**config.mk**
```make
export PLATFORM = sky130hd
export DESIGN_NAME = line_decoder_seq
export DESIGN_NICKNAME = d
export VERILOG_FILES = /design/src/rtl/line_decoder_pkg.sv /design/src/rtl/line_decoder_core.sv /design/src/rtl/line_decoder_seq.sv
export SDC_FILE = /design/constraint.sdc
export NUM_CORES = 1
export LEC_CHECK = 0
export ABC_AREA = 0
export CELL_PAD_IN_SITES_DETAIL_PLACEMENT = 1
export CELL_PAD_IN_SITES_GLOBAL_PLACEMENT = 1
export CORE_ASPECT_RATIO = 2
export CORE_MARGIN = 2
export CORE_UTILIZATION = 37
export DETAILED_ROUTE_END_ITERATION = 10
export GPL_ROUTABILITY_DRIVEN = 0
export PLACE_DENSITY_LB_ADDON = 0.1
export SLEW_MARGIN = 20
export SYNTH_ARGS = -nofsm -noshare
export SYNTH_HDL_FRONTEND = slang
export SYNTH_HIERARCHICAL = 1
export SYNTH_SLANG_ARGS = --single-unit
```
**constraint.sdc**
```tcl
create_clock -name Clock -period 2 [get_ports Clock]
set_input_delay 0.2 -clock Clock [delete_from_list [all_inputs] [get_ports Clock]]
set_output_delay 0.2 -clock Clock [all_outputs]
set_load 0.01 [all_outputs]
```
**src/rtl/line_decoder_pkg.sv**
```systemverilog
//------------------------------------------------------------------------------
// Module   : line_decoder_pkg
// Brief    : Shared types, mode constants and the line-mapping helper for the
//            line_decoder_seq block.
// Revision : 1.0 - initial release
//------------------------------------------------------------------------------
`default_nettype none

package line_decoder_pkg;

  // Controller states, explicitly 2 bits wide
  typedef enum logic [1:0] {
    IDLE   = 2'd0,
    SCAN   = 2'd1,
    FINISH = 2'd2
  } state_t;

  localparam logic MODE_DIRECT = 1'b0;
  localparam logic MODE_SCAN   = 1'b1;

  // Map a select value onto a line index. With reversed set, the all-ones
  // select lands on line 0 (the mapping of the original 3-to-8 decoder).
  function automatic logic [31:0] map_idx(input logic [31:0] sel,
                                          input int          sel_w,
                                          input logic        reversed);
    logic [31:0] last;
    last = (32'd1 << sel_w) - 32'd1;
    return reversed ? (last - sel) : sel;
  endfunction

endpackage

`default_nettype wire

```
**src/rtl/line_decoder_core.sv**
```systemverilog
//------------------------------------------------------------------------------
// Module   : line_decoder_core
// Brief    : Purely combinational enable-gated SEL_W-to-2**SEL_W line decoder.
//            Output is all-zero when disabled, otherwise exactly one-hot.
// Revision : 1.0 - initial release
//------------------------------------------------------------------------------
`default_nettype none

module line_decoder_core
  import line_decoder_pkg::*;
#(
  parameter  int SEL_W    = 3,
  parameter  int REVERSED = 1,
  localparam int OUT_W    = 2 ** SEL_W
) (
  input  logic             Enable,
  input  logic [SEL_W-1:0] Sel,
  output logic [OUT_W-1:0] Line
);

  logic [SEL_W-1:0] mapped;

  assign mapped = SEL_W'(map_idx(32'(Sel), SEL_W, (REVERSED != 0)));

  // One comparator per line; at most one can match, so the result is one-hot
  for (genvar i = 0; i < OUT_W; i++) begin : g_line
    assign Line[i] = Enable && (mapped == SEL_W'(i));
  end

endmodule

`default_nettype wire

```
**src/rtl/line_decoder_seq.sv**
```systemverilog
//------------------------------------------------------------------------------
// Module   : line_decoder_seq
// Brief    : Registered line decoder with direct mode and an FSM-driven scan
//            mode that sweeps every line with a programmable dwell.
//            Optional build macro LINE_DECODER_SCAN_LOOP_EN: when defined, a
//            scan pass that ends with Mode=1 and Enable=1 pulses Done and
//            continues into the next pass without a gap.
// Revision : 1.0 - initial release
//------------------------------------------------------------------------------
`default_nettype none

module line_decoder_seq
  import line_decoder_pkg::*;
#(
  parameter  int SEL_W    = 3,
  parameter  int REVERSED = 1,
  parameter  int DWELL_W  = 4,
  localparam int OUT_W    = 2 ** SEL_W
) (
  input  logic               Clock,
  input  logic               Reset_n,
  input  logic               Enable,
  input  logic               Mode,
  input  logic [SEL_W-1:0]   Sel,
  input  logic               Start,
  input  logic [DWELL_W-1:0] Dwell,
  output logic [OUT_W-1:0]   F,
  output logic               Busy,
  output logic               Done
);

  localparam logic [SEL_W-1:0] LINES_LAST = SEL_W'(OUT_W - 1);

  state_t               state;
  state_t               state_nxt;
  logic [SEL_W-1:0]     idx;
  logic [SEL_W-1:0]     idx_nxt;
  logic [DWELL_W-1:0]   dwell_cnt;
  logic [DWELL_W-1:0]   dwell_cnt_nxt;
  logic [DWELL_W-1:0]   dwell_cap;
  logic [DWELL_W-1:0]   dwell_cap_nxt;
  logic [SEL_W-1:0]     lines_left;
  logic [SEL_W-1:0]     lines_left_nxt;
  logic                 busy_nxt;
  logic                 done_nxt;
  logic                 core_en;
  logic [SEL_W-1:0]     core_sel;
  logic [OUT_W-1:0]     core_line;
  logic                 pass_end;
  logic                 loop_cont;

  // Last active cycle of a pass: running, dwell exhausted, no lines left
  assign pass_end = (state == SCAN) && Enable &&
                    (dwell_cnt == '0) && (lines_left == '0);

`ifdef LINE_DECODER_SCAN_LOOP_EN
  assign loop_cont = (Mode == MODE_SCAN);
`else
  assign loop_cont = 1'b0;
`endif

  line_decoder_core #(
    .SEL_W    (SEL_W),
    .REVERSED (REVERSED)
  ) u_core (
    .Enable (core_en),
    .Sel    (core_sel),
    .Line   (core_line)
  );

  // State register
  always_ff @(posedge Clock or negedge Reset_n) begin
    if (!Reset_n) begin
      state <= IDLE;
    end else begin
      state <= state_nxt;
    end
  end

  // Next-state decision
  always_comb begin
    state_nxt = state;
    case (state)
      IDLE: begin
        if ((Mode == MODE_SCAN) && Start && Enable) begin
          state_nxt = SCAN;
        end
      end
      SCAN: begin
        if (pass_end && !loop_cont) begin
          state_nxt = FINISH;
        end
      end
      FINISH:  state_nxt = IDLE;
      default: state_nxt = IDLE;
    endcase
  end

  // Output and counter next values; F comes from the decoder so it can only
  // ever be zero or one-hot
  always_comb begin
    idx_nxt        = idx;
    dwell_cnt_nxt  = dwell_cnt;
    dwell_cap_nxt  = dwell_cap;
    lines_left_nxt = lines_left;
    busy_nxt       = Busy;
    done_nxt       = 1'b0;
    core_en        = 1'b0;
    core_sel       = Sel;
    case (state)
      IDLE: begin
        busy_nxt = 1'b0;
        if (Mode == MODE_DIRECT) begin
          core_en = Enable;
        end else if (Start && Enable) begin
          core_en        = 1'b1;
          idx_nxt        = Sel;
          dwell_cnt_nxt  = Dwell;
          dwell_cap_nxt  = Dwell;
          lines_left_nxt = LINES_LAST;
          busy_nxt       = 1'b1;
        end
      end
      SCAN: begin
        if (Enable) begin
          if (dwell_cnt != '0) begin
            // Hold (or re-show after a pause) the current line
            dwell_cnt_nxt = dwell_cnt - DWELL_W'(1);
            core_en       = 1'b1;
            core_sel      = idx;
          end else if ((lines_left != '0) || loop_cont) begin
            // After the last line, idx+1 wraps back onto the start select,
            // so a looping pass restarts where the first one began
            idx_nxt        = idx + SEL_W'(1);
            dwell_cnt_nxt  = dwell_cap;
            lines_left_nxt = (lines_left != '0) ? (lines_left - SEL_W'(1)) : LINES_LAST;
            core_en        = 1'b1;
            core_sel       = idx + SEL_W'(1);
            done_nxt       = (lines_left == '0);
          end else begin
            busy_nxt = 1'b0;
            done_nxt = 1'b1;
          end
        end
      end
      FINISH: begin
        busy_nxt = 1'b0;
      end
      default: begin
        busy_nxt = 1'b0;
      end
    endcase
  end

  // Datapath registers
  always_ff @(posedge Clock or negedge Reset_n) begin
    if (!Reset_n) begin
      F          <= '0;
      Busy       <= 1'b0;
      Done       <= 1'b0;
      idx        <= '0;
      dwell_cnt  <= '0;
      dwell_cap  <= '0;
      lines_left <= '0;
    end else begin
      F          <= core_line;
      Busy       <= busy_nxt;
      Done       <= done_nxt;
      idx        <= idx_nxt;
      dwell_cnt  <= dwell_cnt_nxt;
      dwell_cap  <= dwell_cap_nxt;
      lines_left <= lines_left_nxt;
    end
  end

endmodule

`default_nettype wire

```
# Word-level counts from Yosys, hierarchy flattened
# Index checks and enable logic that the tools add are counted.
classes:
  n_addsub: 4
  eq_ne: 17
  mux: 40
  reduce_logical: 26
op_table:
  columns: ["cell", "count"]
  rows:
  - ["$mux 3", 14]
  - ["$mux 4", 5]
  - ["$logic_and 1x1->1", 14]
  - ["$ne 2x2->1 const B", 7]
  - ["$mux 1", 13]
  - ["$eq 3x3->1 const B", 4]
  - ["$pmux 3 s2", 2]
  - ["$pmux 4 s2", 1]
  - ["$eq 3x2->1 const B", 2]
  - ["$logic_not 3->1", 2]
  - ["$reduce_and 3->1", 2]
  - ["$reduce_and 6->1", 1]
  - ["$reduce_and 5->1", 1]
  - ["$logic_not 4->1", 1]
  - ["$mux 2", 2]
  - ["$pmux 1 s2", 2]
  - ["$pmux 2 s2", 1]
  - ["$reduce_bool 4->1", 1]
  - ["$sub 4x1->4 const B", 1]
  - ["$add 3x1->3 const B", 1]
  - ["$eq 3x1->1 const B", 1]
  - ["$ne 3x1->1 const B", 1]
  - ["$reduce_bool 3->1", 1]
  - ["$sub 3x1->3 const B", 1]
  - ["6 further kinds", 6]
word_totals:
  ff_bits: 26
  in_bits: 12
  out_inout_bits: 10
  elab_cells: 95

# Longest topological paths before layout
depth:
  ltp_word: 8
  depth_mapped: 8
  mapped_depth_nobuf: 7

# By module
# The synthesis kept the hierarchy.
modules_own_cells:
  columns: ["module", "n_inst", "cells_each", "area_per_inst_um2", "seq_area_each_um2"]
  rows:
  - ["line_decoder_seq", 1, 125, 1305.0, 650.6]
  - ["line_decoder_core", 1, 8, 96.3, 0.0]

# Worst setup path before layout
# Ideal clock, no wire load.
synth_timing:
  path_kind: "register -> register"
  start: "register dwell_cnt[0]"
  end: "register F[5]"
  setup_time_ns: 0.121
  arrival_time_ns: 2.031
  t_required_ns: 1.879
  slack_ns: -0.153
  path_stages_with_launch: 9
  path_buffers: 1
  synth_period_minus_slack_ns: 2.153
  path_cell_list: "dfrtp_1 -> inv_1 -> ha_1 -> or3b_1 -> buf_6 -> nor4b_1 -> a21oi_1 -> o21ai_1 -> and4bb_2"
synth_via:
  elab_chain_cells: 7
  word_cells_on_any_way: 10
  cone_classes: "1 x add/sub; 1 x eq/ne; 6 x mux; 2 x reduce/logical"
synth_lines:
  columns: ["element", "line_no", "rtl"]
  rows:
  - ["start, declared", "line_decoder_seq.sv:38", "logic [DWELL_W-1:0] dwell_cnt;"]
  - ["start signal, assigned", "line_decoder_seq.sv:170", "dwell_cnt <= dwell_cnt_nxt;"]
  - ["$reduce_bool 4->1", "line_decoder_seq.sv:126", "if (dwell_cnt != '0) begin"]
  - ["$mux 3", "line_decoder_seq.sv:126", null]
  - ["$mux 3", "line_decoder_seq.sv:125", "if (Enable) begin"]
  - ["$mux 3", "line_decoder_seq.sv:110", "case (state)"]
  - ["net core_sel[2]", "line_decoder_seq.sv:47", "logic [SEL_W-1:0] core_sel;"]
  - ["$sub 3x3->3", "line_decoder_pkg.sv:28", "return reversed ? (last - sel) : sel;"]
  - ["$eq 3x3->1", "line_decoder_core.sv:27", "assign Line[i] = Enable && (mapped == SEL_W'(i));"]
  - ["$logic_and 1x1->1", "line_decoder_core.sv:27", null]
  - ["net core_line[5]", "line_decoder_seq.sv:48", "logic [OUT_W-1:0] core_line;"]
  - ["end signal, assigned", "line_decoder_seq.sv:166", "F <= core_line;"]
  - ["end, declared", "line_decoder_seq.sv:27", "output logic [OUT_W-1:0] F,"]
# The timed path passes the listed nets, and every way through them passes these cells.
# A chain may end at the register's enable or synchronous reset.

# Final worst setup path
# Same ends and word-level chain as after synthesis.

==> results summary <==
The chip height came out at 91.03 µm. The hold violation count in the final report came to 0. The number of clock sinks seen by CTS came out at 26. The sum of overflow across all layers after global routing came out at 0. The synthesized instance count came out at 133.

The mapped netlist covers between 1000 and 1500 µm². The layout-stage area growth over the synthesis result is 36.52%. The routed length per placed instance is about 18 µm. For the pin with the worst max-slew slack, the measured transition is 0.3941 ns. By area the synthesized netlist is led by sky130_fd_sc_hd__dfrtp_1 (46%), sky130_fd_sc_hd__a21oi_1 (3.6%), sky130_fd_sc_hd__ha_1 (3.6%), sky130_fd_sc_hd__o21ai_0 (3.6%), sky130_fd_sc_hd__mux2_2 (3.2%).

The global-route wire length before repair came out at 6.596 mm. For this run, the leading register cell type out of synthesis is sky130_fd_sc_hd__dfrtp_1. The most common library cell in the layout ignoring fill and taps is sky130_fd_sc_hd__dfrtp_1. The critical path contains buffers and inverters numbering 2 combined. The worst setup path is captured at a flip-flop.

The number of vias per cell after detailed routing came out at ~5.5. In this run the worst path has a maximum fanout of 8. The share of the Yosys chip area taken by registers is 0.4643.

The DRC violations left came out at 0. The number of distinct library cells after synthesis came out at 43. The sum of routed wire length over all layers came out at between 3 and 4 mm. In the synthesized netlist the async set-or-reset flop fraction comes to 1.000. The final setup violation count is 2.

Across all layers, the routed design uses 1,236 vias. The initial core utilization came out at 0.3885. Max-cap violations in this run came to 0. Measured against its own limit, the worst slew margin works out to 0.7368. The fraction of final layout cells sized beyond drive strength 1 is 0.3182. The number of filler cells placed in the layout came out at 415. The total area inside the core boundary comes to 3607 µm². The number of placement rows came out at 31.

The class of the worst hold path is input port to async pin. Setup repair after global routing could not meet its margin everywhere. The number of nets in the layout is 194.

Of the total power, the clock network draws 0.128. The number of hold buffers added after CTS came out at 0. Yosys mapped a number of flops with a built-in enable equal to 0. Based on the critical path, the design can be clocked at up to 494.0 MHz. The slowest stage of the critical path belongs to the cell sky130_fd_sc_hd__or3b_4. In the global route stage, overall resource usage came out at 0.2076. The required time of the worst setup path came out at 2.16 ns. The deepest level of the CTS H-tree came out at 1. The pin count of the biggest net entering global routing came out at 27.

Of the total power, combinational logic draws 0.513. The number of detailed-routing iterations run before antenna repair is 3. Traced cell by cell, the critical path runs through inv_1, ha_2, or3b_4, nor4b_4, a21oi_2, o21ai_2, buf_6, and4bb_2. The finished layout cell area is 1913 µm².

The register-to-register setup slack is -0.02 ns. The net load switching power came out at 875.1 µW. sky130_fd_sc_hd__dfrtp_1 takes more of the synthesized area than any other cell. The flow ran to the end, but the final reports show violations. The die span in x is 47.52 µm.

The startpoint of the worst-slack reg-to-reg timing path is dwell_cnt[0]. Across all setup checks in the final design, the least slack found is -0.02429 ns. On the critical path the largest part of the delay comes from simple AND/OR/NAND/NOR gates.

The via count of the first global-routing pass came out at 1,397. The depth of the worst register-to-register path came out at 8. The longest clock path from root to sink contains 2 buffers. The end-of-flow core utilization is 0.5304. The count of pins over their slew limit is 0. For this design the ratio of total power to cell area is 1213 nW/µm². In the layout the commonest cells are sky130_fd_sc_hd__dfrtp_1 (26), sky130_fd_sc_hd__buf_4 (23), sky130_fd_sc_hd__clkdlybuf4s50_1 (21). The number of DRC violations after detailed-routing iteration 0 came out at 17. The clock network latency to the later pin of the worst-skew pair is 0.27 ns. The internal power of the cells is 1.446 mW. The final cycle utilization of the critical path came out at 1.012. The minimum clock period came out at 2.024 ns. The endpoint identified for the worst register-to-register timing path is F[5].

The worst vdd rail ir drop is 0.0006065 V. The critical path is of the flip-flop to flip-flop type. The area share of the largest cell type after synthesis came out at 0.4643. The initial antenna violation count is 0.

The die area is 4325 µm². TritonCTS built the clock tree. The final reports fail on negative setup slack. Counting flops and latches in the post-synthesis netlist gives 26.

The data arrival time of the worst path is ~2.2 ns. Detailed placement ended at an HPWL of 2.974 mm. The net count after synthesis is 149. The fraction of power spent switching nets is 0.3770.

Each instance of the synthesized netlist takes up on average around 11 µm². The clock input transition at the sequential cells of the worst setup and hold paths is 0.09 ns. The total number of yosys warnings is 6.

The setup skew after layout came out at 0.006367 ns. The quantity of I/O buffers inserted on ports is 21. In this run the remaining antenna-violating nets after routing total 0. The placement-stage cell area came out at 1831 µm². The relative contribution of sequential cells to total power came out at 0.359. The leakage power of the design is 0.8089 nW.

The number of clock buffers inserted by TritonCTS came out at 3. The number of antenna repair diodes is 0. The biggest cell delay along the critical path is roughly 0.43 ns.

The buffer type at the clock tree root is sky130_fd_sc_hd__clkbuf_8. The launching element type of the critical path is a flip-flop. The I/O pin total came out at 22.
-- registers in the layout, summed over array words and instances, names as in the netlist --
name,flops
dwell_cnt,4
idx,3
dwell_cap,4
Busy,1
Done,1
F,8
lines_left,3
state,2
-- layer usage --
metal | vias to the layer above | GRT usage | share of wire
met5 | - | 0 | 0
met1 | 630 | 0.2289 | 0.36
met4 | 0 | 0.06250 | 0.014
met2 | 15 | 0.3773 | 0.60
met3 | 5 | 0.02584 | 0.023
li1 | 586 | - | -
-- stage by stage --
step	cells	hold slack [ns]	worst slack, ns	setup TNS [ns]	total power [mW]
after floorplan	133	-0.09559	-0.03555	-0.1240	1.522
after global routing	225	0.3408	-0.08053	-0.3479	2.497
final	225	0.2980	-0.02429	-0.03507	2.321
after global placement	221	0.4932	0.02919	0	1.918
after CTS	225	0.3078	0.01548	0	2.304
after detailed placement	221	0.5053	-0.07607	-0.5055	1.978
-- logic make-up after synthesis --
| group | Yosys count | share of synthesized area |
|---|---|---|
| simple gates | 46 | 0.2250 |
| compound gates | 42 | 0.2009 |
| flops | 26 | 0.4643 |
| buf+inv | 10 | 0.03482 |
| mux | 5 | 0.03928 |
| fa+ha+maj | 4 | 0.03572 |
-- cell type report --
type	count	area [µm²]	share of cell area
Timing Repair Buffer	45	394.1	0.2060
Clock buffer	3	41.29	0.02158
Inverter	5	18.77	0.009810
Tap cell	49	61.31	0.03205
Multi-Input combinational cell	97	747.0	0.3905
Sequential cell	26	650.6	0.3401
-- cell usage after synthesis (2+ instances only) --
master / n
sky130_fd_sc_hd__nor4b_1: 2
sky130_fd_sc_hd__inv_1: 5
sky130_fd_sc_hd__o21ai_1: 4
sky130_fd_sc_hd__a21oi_1: 10
sky130_fd_sc_hd__and4bb_2: 3
sky130_fd_sc_hd__nand2_1: 5
sky130_fd_sc_hd__nor3b_1: 4
sky130_fd_sc_hd__a22oi_1: 2
sky130_fd_sc_hd__a2111oi_2: 2
sky130_fd_sc_hd__nor2b_1: 3
sky130_fd_sc_hd__nor3_1: 2
sky130_fd_sc_hd__buf_2: 3
sky130_fd_sc_hd__mux2_2: 4
sky130_fd_sc_hd__ha_1: 4
sky130_fd_sc_hd__nand3_1: 2
sky130_fd_sc_hd__and4b_2: 3
sky130_fd_sc_hd__nor2_1: 11
sky130_fd_sc_hd__o22ai_1: 2
sky130_fd_sc_hd__a221o_1: 2
sky130_fd_sc_hd__nand2b_1: 3
sky130_fd_sc_hd__dfrtp_1: 26
sky130_fd_sc_hd__o21ai_0: 10
-- what timing repair did --
action / in CTS / in global routing
gates cloned: 0 / 0
endpoints found under the setup margin: 8 / 14
endpoints found under the hold margin: 0 / 0
resized for setup: 2 / 8
buffers inserted: 1 / 0
pin swaps: 2 / 2
-- worst max-delay path by stage --
stage                            start  endpoint  slack, ns  cells past startpoint
final                     dwell_cnt[0]      F[5]      -0.02                      8
after global routing      dwell_cnt[0]      F[7]      -0.08                      7
after CTS                 dwell_cnt[0]      F[6]       0.02                      8
after detailed placement  dwell_cnt[1]      F[5]      -0.08                      7
after global placement    dwell_cnt[1]      F[5]       0.03                      7
after floorplan           dwell_cnt[0]      F[4]      -0.04                      8
-- power groups by stage --
stage               Sequential [mW]  Clock, mW  Combinational [mW]
global placement              0.826          0                1.09
floorplan                     0.821          0               0.701
CTS                           0.826      0.310                1.17
finish                        0.834      0.297                1.19
global route                  0.856      0.327                1.31
detailed placement            0.835          0                1.14
Note: power is estimated with default switching activity, not from simulation.
